File: src/rtl/hamming_pkg.sv
// Shared types and constants for the Hamming (7,4) receive path.
// Codeword bit 0 is P1 and bit 6 is D4.
package hamming_pkg;

  localparam int CODEWORD_W = 7;
  localparam int DATA_W     = 4;

  // Index of the final serial bit of a codeword.
  localparam logic [2:0] LAST_BIT = 3'd6;

  typedef enum logic {
    IDLE  = 1'b0,
    SHIFT = 1'b1
  } rx_state_t;

  typedef logic [CODEWORD_W-1:0] codeword_t;

  // Increment an 8-bit counter, holding at all-ones.
  function automatic logic [7:0] sat_inc8(input logic [7:0] value);
    logic [7:0] result;
    if (value == 8'hFF) begin
      result = value;
    end else begin
      result = value + 8'd1;
    end
    return result;
  endfunction

endpackage

File: src/rtl/hamming_fifo.sv
// Synchronous FIFO with a registered head output.
// Pointers carry one extra wrap bit so that full and empty can be told apart.
module hamming_fifo #(
  parameter int DEPTH = 4,
  parameter int WIDTH = 7
) (
  input  logic             clk,
  input  logic             rst,
  input  logic             push,
  input  logic             pop,
  input  logic [WIDTH-1:0] din,
  output logic             full,
  output logic             empty,
  output logic [WIDTH-1:0] dout
);

  localparam int AW = $clog2(DEPTH);
  localparam int PW = AW + 1;
  localparam logic [PW-1:0] PTR_ONE  = {{AW{1'b0}}, 1'b1};
  localparam logic [PW-1:0] PTR_ZERO = {PW{1'b0}};

  logic [WIDTH-1:0] mem [DEPTH];
  logic [PW-1:0]    wr_ptr;
  logic [PW-1:0]    rd_ptr;
  logic [PW-1:0]    wr_ptr_nxt;
  logic [PW-1:0]    rd_ptr_nxt;
  logic [WIDTH-1:0] head_nxt;
  logic             wr_en;
  logic             rd_en;

  assign empty = (wr_ptr == rd_ptr);
  assign full  = (wr_ptr[AW] != rd_ptr[AW]) && (wr_ptr[AW-1:0] == rd_ptr[AW-1:0]);

  // Qualify requests and work out the head value that follows this edge.
  always_comb begin
    rd_en      = pop & ~empty;
    wr_en      = push & (~full | rd_en);
    wr_ptr_nxt = wr_en ? (wr_ptr + PTR_ONE) : wr_ptr;
    rd_ptr_nxt = rd_en ? (rd_ptr + PTR_ONE) : rd_ptr;
    head_nxt   = {WIDTH{1'b0}};
    // When the queue drains to nothing but a word arrives, that word is the new head.
    if (rd_ptr_nxt == wr_ptr) begin
      if (wr_en) begin
        head_nxt = din;
      end else begin
        head_nxt = {WIDTH{1'b0}};
      end
    end else begin
      head_nxt = mem[rd_ptr_nxt[AW-1:0]];
    end
  end

  // Storage array; cleared implicitly by the pointer reset.
  always_ff @(posedge clk) begin
    if (wr_en) begin
      mem[wr_ptr[AW-1:0]] <= din;
    end
  end

  // Pointer and head register update.
  always_ff @(posedge clk or posedge rst) begin
    if (rst) begin
      wr_ptr <= PTR_ZERO;
      rd_ptr <= PTR_ZERO;
      dout   <= {WIDTH{1'b0}};
    end else begin
      wr_ptr <= wr_ptr_nxt;
      rd_ptr <= rd_ptr_nxt;
      dout   <= head_nxt;
    end
  end

endmodule

File: src/rtl/hamming_rx_deserializer.sv
// Frames LSB-first serial bits into 7-bit codewords and queues them for the decoder.
// Reports aborted frames, overflow drops and a saturating drop count.
module hamming_rx_deserializer
  import hamming_pkg::*;
#(
  parameter int DEPTH = 4
) (
  input  logic            clk,
  input  logic            rst,
  input  logic            serial_in,
  input  logic            serial_valid,
  input  logic            frame_start,
  output logic [6:0]      codeword_out,
  output logic            codeword_valid,
  input  logic            codeword_ready,
  output logic            frame_err,
  output logic            overflow,
  output logic [7:0]      drop_count
);

  rx_state_t  state;
  logic [2:0] bit_cnt;
  codeword_t  shift;
  codeword_t  word;
  logic       done;
  logic       pop;
  logic       push;
  logic       fifo_full;
  logic       fifo_empty;

  assign codeword_valid = ~fifo_empty;

  // Detect frame completion and decide whether the finished word fits.
  always_comb begin
    done = 1'b0;
    word = shift;
    if ((state == SHIFT) && serial_valid && !frame_start && (bit_cnt == LAST_BIT)) begin
      done = 1'b1;
      word = {serial_in, shift[CODEWORD_W-2:0]};
    end else begin
      done = 1'b0;
      word = shift;
    end
    pop  = codeword_valid & codeword_ready;
    // A full FIFO still takes the word if the head leaves on the same edge.
    push = done & (~fifo_full | pop);
  end

  // Framing FSM, shift register, bit counter, status pulses and drop counter.
  always_ff @(posedge clk or posedge rst) begin
    if (rst) begin
      state      <= IDLE;
      bit_cnt    <= 3'd0;
      shift      <= {CODEWORD_W{1'b0}};
      frame_err  <= 1'b0;
      overflow   <= 1'b0;
      drop_count <= 8'd0;
    end else begin
      frame_err <= 1'b0;
      overflow  <= 1'b0;
      if (done && !push) begin
        overflow   <= 1'b1;
        drop_count <= sat_inc8(drop_count);
      end
      if (serial_valid) begin
        case (state)
          IDLE: begin
            if (frame_start) begin
              shift   <= {{(CODEWORD_W-1){1'b0}}, serial_in};
              bit_cnt <= 3'd1;
              state   <= SHIFT;
            end
          end
          SHIFT: begin
            if (frame_start) begin
              // Restart: the partial word is abandoned and this bit opens a new frame.
              frame_err <= 1'b1;
              shift     <= {{(CODEWORD_W-1){1'b0}}, serial_in};
              bit_cnt   <= 3'd1;
            end else if (bit_cnt == LAST_BIT) begin
              shift   <= {CODEWORD_W{1'b0}};
              bit_cnt <= 3'd0;
              state   <= IDLE;
            end else begin
              shift[bit_cnt] <= serial_in;
              bit_cnt        <= bit_cnt + 3'd1;
            end
          end
          default: begin
            state   <= IDLE;
            bit_cnt <= 3'd0;
            shift   <= {CODEWORD_W{1'b0}};
          end
        endcase
      end
    end
  end

  hamming_fifo #(
    .DEPTH (DEPTH),
    .WIDTH (CODEWORD_W)
  ) u_fifo (
    .clk   (clk),
    .rst   (rst),
    .push  (push),
    .pop   (pop),
    .din   (word),
    .full  (fifo_full),
    .empty (fifo_empty),
    .dout  (codeword_out)
  );

endmodule

File: config.mk
export PLATFORM = sky130hd
export DESIGN_NAME = hamming_rx_deserializer
export DESIGN_NICKNAME = d
export VERILOG_FILES = /design/src/rtl/hamming_pkg.sv /design/src/rtl/hamming_fifo.sv /design/src/rtl/hamming_rx_deserializer.sv
export SDC_FILE = /design/constraint.sdc
export NUM_CORES = 1
export LEC_CHECK = 0
export ABC_CLOCK_PERIOD_IN_PS = 2700
export BUFFER_PORTS_ARGS = -buffer_cell sky130_fd_sc_hd__buf_2
export CAP_MARGIN = 20
export CORE_AREA = 2 2 85 87
export CTS_CLUSTER_SIZE = 16
export DETAILED_ROUTE_END_ITERATION = 12
export DIE_AREA = 0 0 87 89
export HOLD_SLACK_MARGIN = 0.06
export PLACE_DENSITY_LB_ADDON = 0.15
export SKIP_LAST_GASP = 1
export SLEW_MARGIN = 15
export SYNTH_ARGS = -nofsm -noshare
export SYNTH_HDL_FRONTEND = slang
export SYNTH_SLANG_ARGS = --single-unit
File: constraint.sdc
create_clock -name clk -period 2.7 [get_ports clk]
set_input_delay 0.27 -clock clk [delete_from_list [all_inputs] [get_ports clk]]
set_output_delay 0.27 -clock clk [all_outputs]
set_load 0.02 [all_outputs]
==> metrics <==
LEAKAGE=~1.4 nW; final setup margin=~0.36 ns; nets@finish=between 200 and 300; fin cells=roughly 360; Starting Density=around 45%; largest net degree at the start of global routing=35; Critical Path Sink Type=register; Slowest Stage Delay on Critical Path=~0.48 ns; total grt overflow=0; Cell Pwr Density=approximately 940 nW/um^2; Synthesis Warnings=0; Primary FF master, synth=dfrtp_1; initial antenna violation count=0; EDFF count, synth=28; wire length of the first global-routing pass=9.522 mm; PortBufs=23; Final Critical Period=2.337 ns; crit start category=register; Worst-Skew Late Latency=~0.34 ns; cts bufs inserted=9; Worst Tran Pin Value=about 0.64 ns; initial DRC count=81; final setup TNS=0 ns; max cap viols=0; Core ar.=6719 sq um; clk slew on worst S/H paths=~0.07 ns; row count=30; IO Count=24; Seq/Total Area, Yosys=between 50% and 60%; CTS tree=yes; synthesis-to-finish area growth=13.00%; Arr. time, crit path=2.33 ns; Final Cycle Share=86.56%; CTS Sinks=a little over 60; distinct cell type count after synthesis=51; WL final=5.603 mm; TritonRoute pass-1 iters=4; vias after detailed routing=around 2000; worst hold path type=primary input to register; antenna-violating nets left=0; Die W=87 microns; Worst Clk Skew=0.01219 ns; Syn Area/Cell=12.19 sq um; antenna cell count=0; Hold WS=~0.28 ns; CP required=around 2.7 ns; Post-synth ARST share=between 50% and 60%; GRT Resource Usage Total=~16%; slew margin rel.=a little under three fifths; CP Class=register to register; unrepaired setup endpoints after global routing=false; final hold vios=0; synthesized area=between 3000 and 4000 sq um; worst-path cell chain=nand3b_1 -> or3_1 -> nor2_1 -> and2_1; Filler Cells Inserted=577; vias in the first global route=between 1500 and 2000; Root Driver=clkbuf_8; maximum clock path buffer count=2; Die Area=roughly 7700 sq um; Highest Clock Rate=~430 MHz; placed cells=approximately 350; Syn Inst Count=248; final RePlAce weighted congestion=between 0.8 and 0.9; Synth Register Bits=62; Peak VDD IR=around 0.0004 V; Final setup viols=0; fin. max-slew vios=0; crit path max fanout=10; die height=about 89 microns; status=completed; DR WL/cell=15.48 microns; DRC=0; syn nets=260; share of layout cells above drive strength 1=about a fifth; placed wire-length estimate=3.998 mm; pre-CTS WS=between 0.3 and 0.4 ns; CP max stage cell=dfrtp_1; htree depth=3; via/cell ratio=5.423
kinds of logic (layout without fill, tap and decap cells):
kind of cell,after synthesis,in the layout,synth area share [%]
and+or+nand+nor,73,73,13.08
adders and majority gates,6,6,2.483
DFF,62,62,55.96
AOI/OAI and AO/OA,58,58,14.57
muxes,4,4,2.318
buffers and inverters,25,59,4.098
xor gates and xnor gates,20,20,7.492
path summary, 6_finish.rpt:
| kind | startpoint | end | slack, ns | cells past startpoint |
|---|---|---|---|---|
| max reg2reg | bit_cnt[0] | u_fifo.mem[3][0] | 0.36 | 4 |
| max | bit_cnt[0] | u_fifo.mem[3][0] | 0.36 | 4 |
| min in group asynchronous | rst | drop_count[4] | 0.57 | 4 |
| max in group asynchronous | rst | shift[5] | 1.83 | 4 |
| min reg2reg | shift[6] | shift[6] | 0.49 | 1 |
| min | serial_in | shift[1] | 0.28 | 3 |
repair_timing:
action                    in CTS  in global routing
resized for setup              0                  0
hold buffers                   1                  0
hold endpoints to repair      34                  0
setup buffers                  0                  0
final cells by class:
type                            count  area, sq um  share of cell area [%]
Timing Repair Buffer               30        170.2                   4.982
Inverter                           13        48.80                   1.429
Clock inverter                      7        73.82                   2.161
Clock buffer                        9        123.9                   3.626
Sequential cell                    62         1692                   49.52
Multi-Input combinational cell    161         1207                   35.35
Tap cell                           80        100.1                   2.930
registers in the layout, summed over array words and instances (netlist names):
name           flops
bit_cnt            3
frame_err          1
shift              7
u_fifo.mem        28
u_fifo.dout        7
overflow           1
drop_count         8
u_fifo.rd_ptr      3
u_fifo.wr_ptr      3
state              1
cells in the mapped netlist (2+ instances only):
library cell / number / share of area, %
buf_6: 3 / 1.1
a21o_1: 2 / 0.50
xnor2_2: 4 / 2.2
ha_1: 6 / 2.5
edfxtp_1: 28 / 28
a221oi_1: 11 / 3.2
nand4_1: 7 / 1.4
o31ai_1: 9 / 2.2
xnor2_1: 6 / 1.7
nand2_1: 19 / 2.4
dfrtp_1: 34 / 28
nand2b_1: 3 / 0.62
xor2_1: 8 / 2.3
clkbuf_1: 5 / 0.62
a31oi_1: 2 / 0.41
buf_2: 2 / 0.33
nor2_1: 7 / 0.87
nor3_1: 5 / 0.83
a32o_1: 2 / 0.66
o21ai_0: 17 / 2.8
a21oi_1: 5 / 0.83
and2_1: 18 / 3.7
inv_1: 13 / 1.6
nand3_1: 4 / 0.66
or3_1: 2 / 0.41
report_power, final:
group	total, mW	switching [mW]	internal, mW
clock	0.808	0.379	0.429
sequential	1.19	0.0906	1.10
combinational	1.21	0.713	0.502
total	3.22	1.18	2.03
worst max-delay path, delay by kind of cell (launching register included):
kind / cells / cell delay [ns]
flops: 1 / 0.48
simple gates: 4 / 1.52
stage by stage:
stage / total power [mW] / util [%] / cell area [sq um]
final: 3.216 / 50.84 / 3416
after detailed placement: 2.426 / 47.75 / 3208
after global placement: 2.423 / 47.75 / 3208
after floorplan: 2.218 / - / 3023
after CTS: 3.244 / 50.84 / 3416
after global routing: 3.437 / 50.84 / 3416
cell usage in the layout (no fill, tap or decap), types with 3 or more instances in the layout:
master / netlist / layout
xor2_1: 8 / 8
xnor2_2: 4 / 4
edfxtp_1: 28 / 28
nand2_1: 19 / 19
ha_1: 6 / 6
buf_4: 1 / 6
xnor2_1: 6 / 6
nand2b_1: 3 / 3
buf_2: 2 / 23
o21ai_0: 17 / 17
nand3_1: 4 / 4
nand4_1: 7 / 7
nor2_1: 7 / 7
and2_1: 18 / 18
dfrtp_1: 34 / 34
inv_1: 13 / 13
nor3_1: 5 / 5
clkbuf_8: 0 / 9
o31ai_1: 9 / 9
a21oi_1: 5 / 5
a221oi_1: 11 / 11
routing by layer:
metal | track usage (%) | part of all wire, % | up-vias
met4 | 6.250 | 1.5 | 0
met1 | 21.28 | 49 | 930
met2 | 25.54 | 45 | 51
li1 | - | - | 976
met3 | 5.171 | 4.4 | 6
met5 | 0 | 0 | -
(Power assumes the default switching activity.)
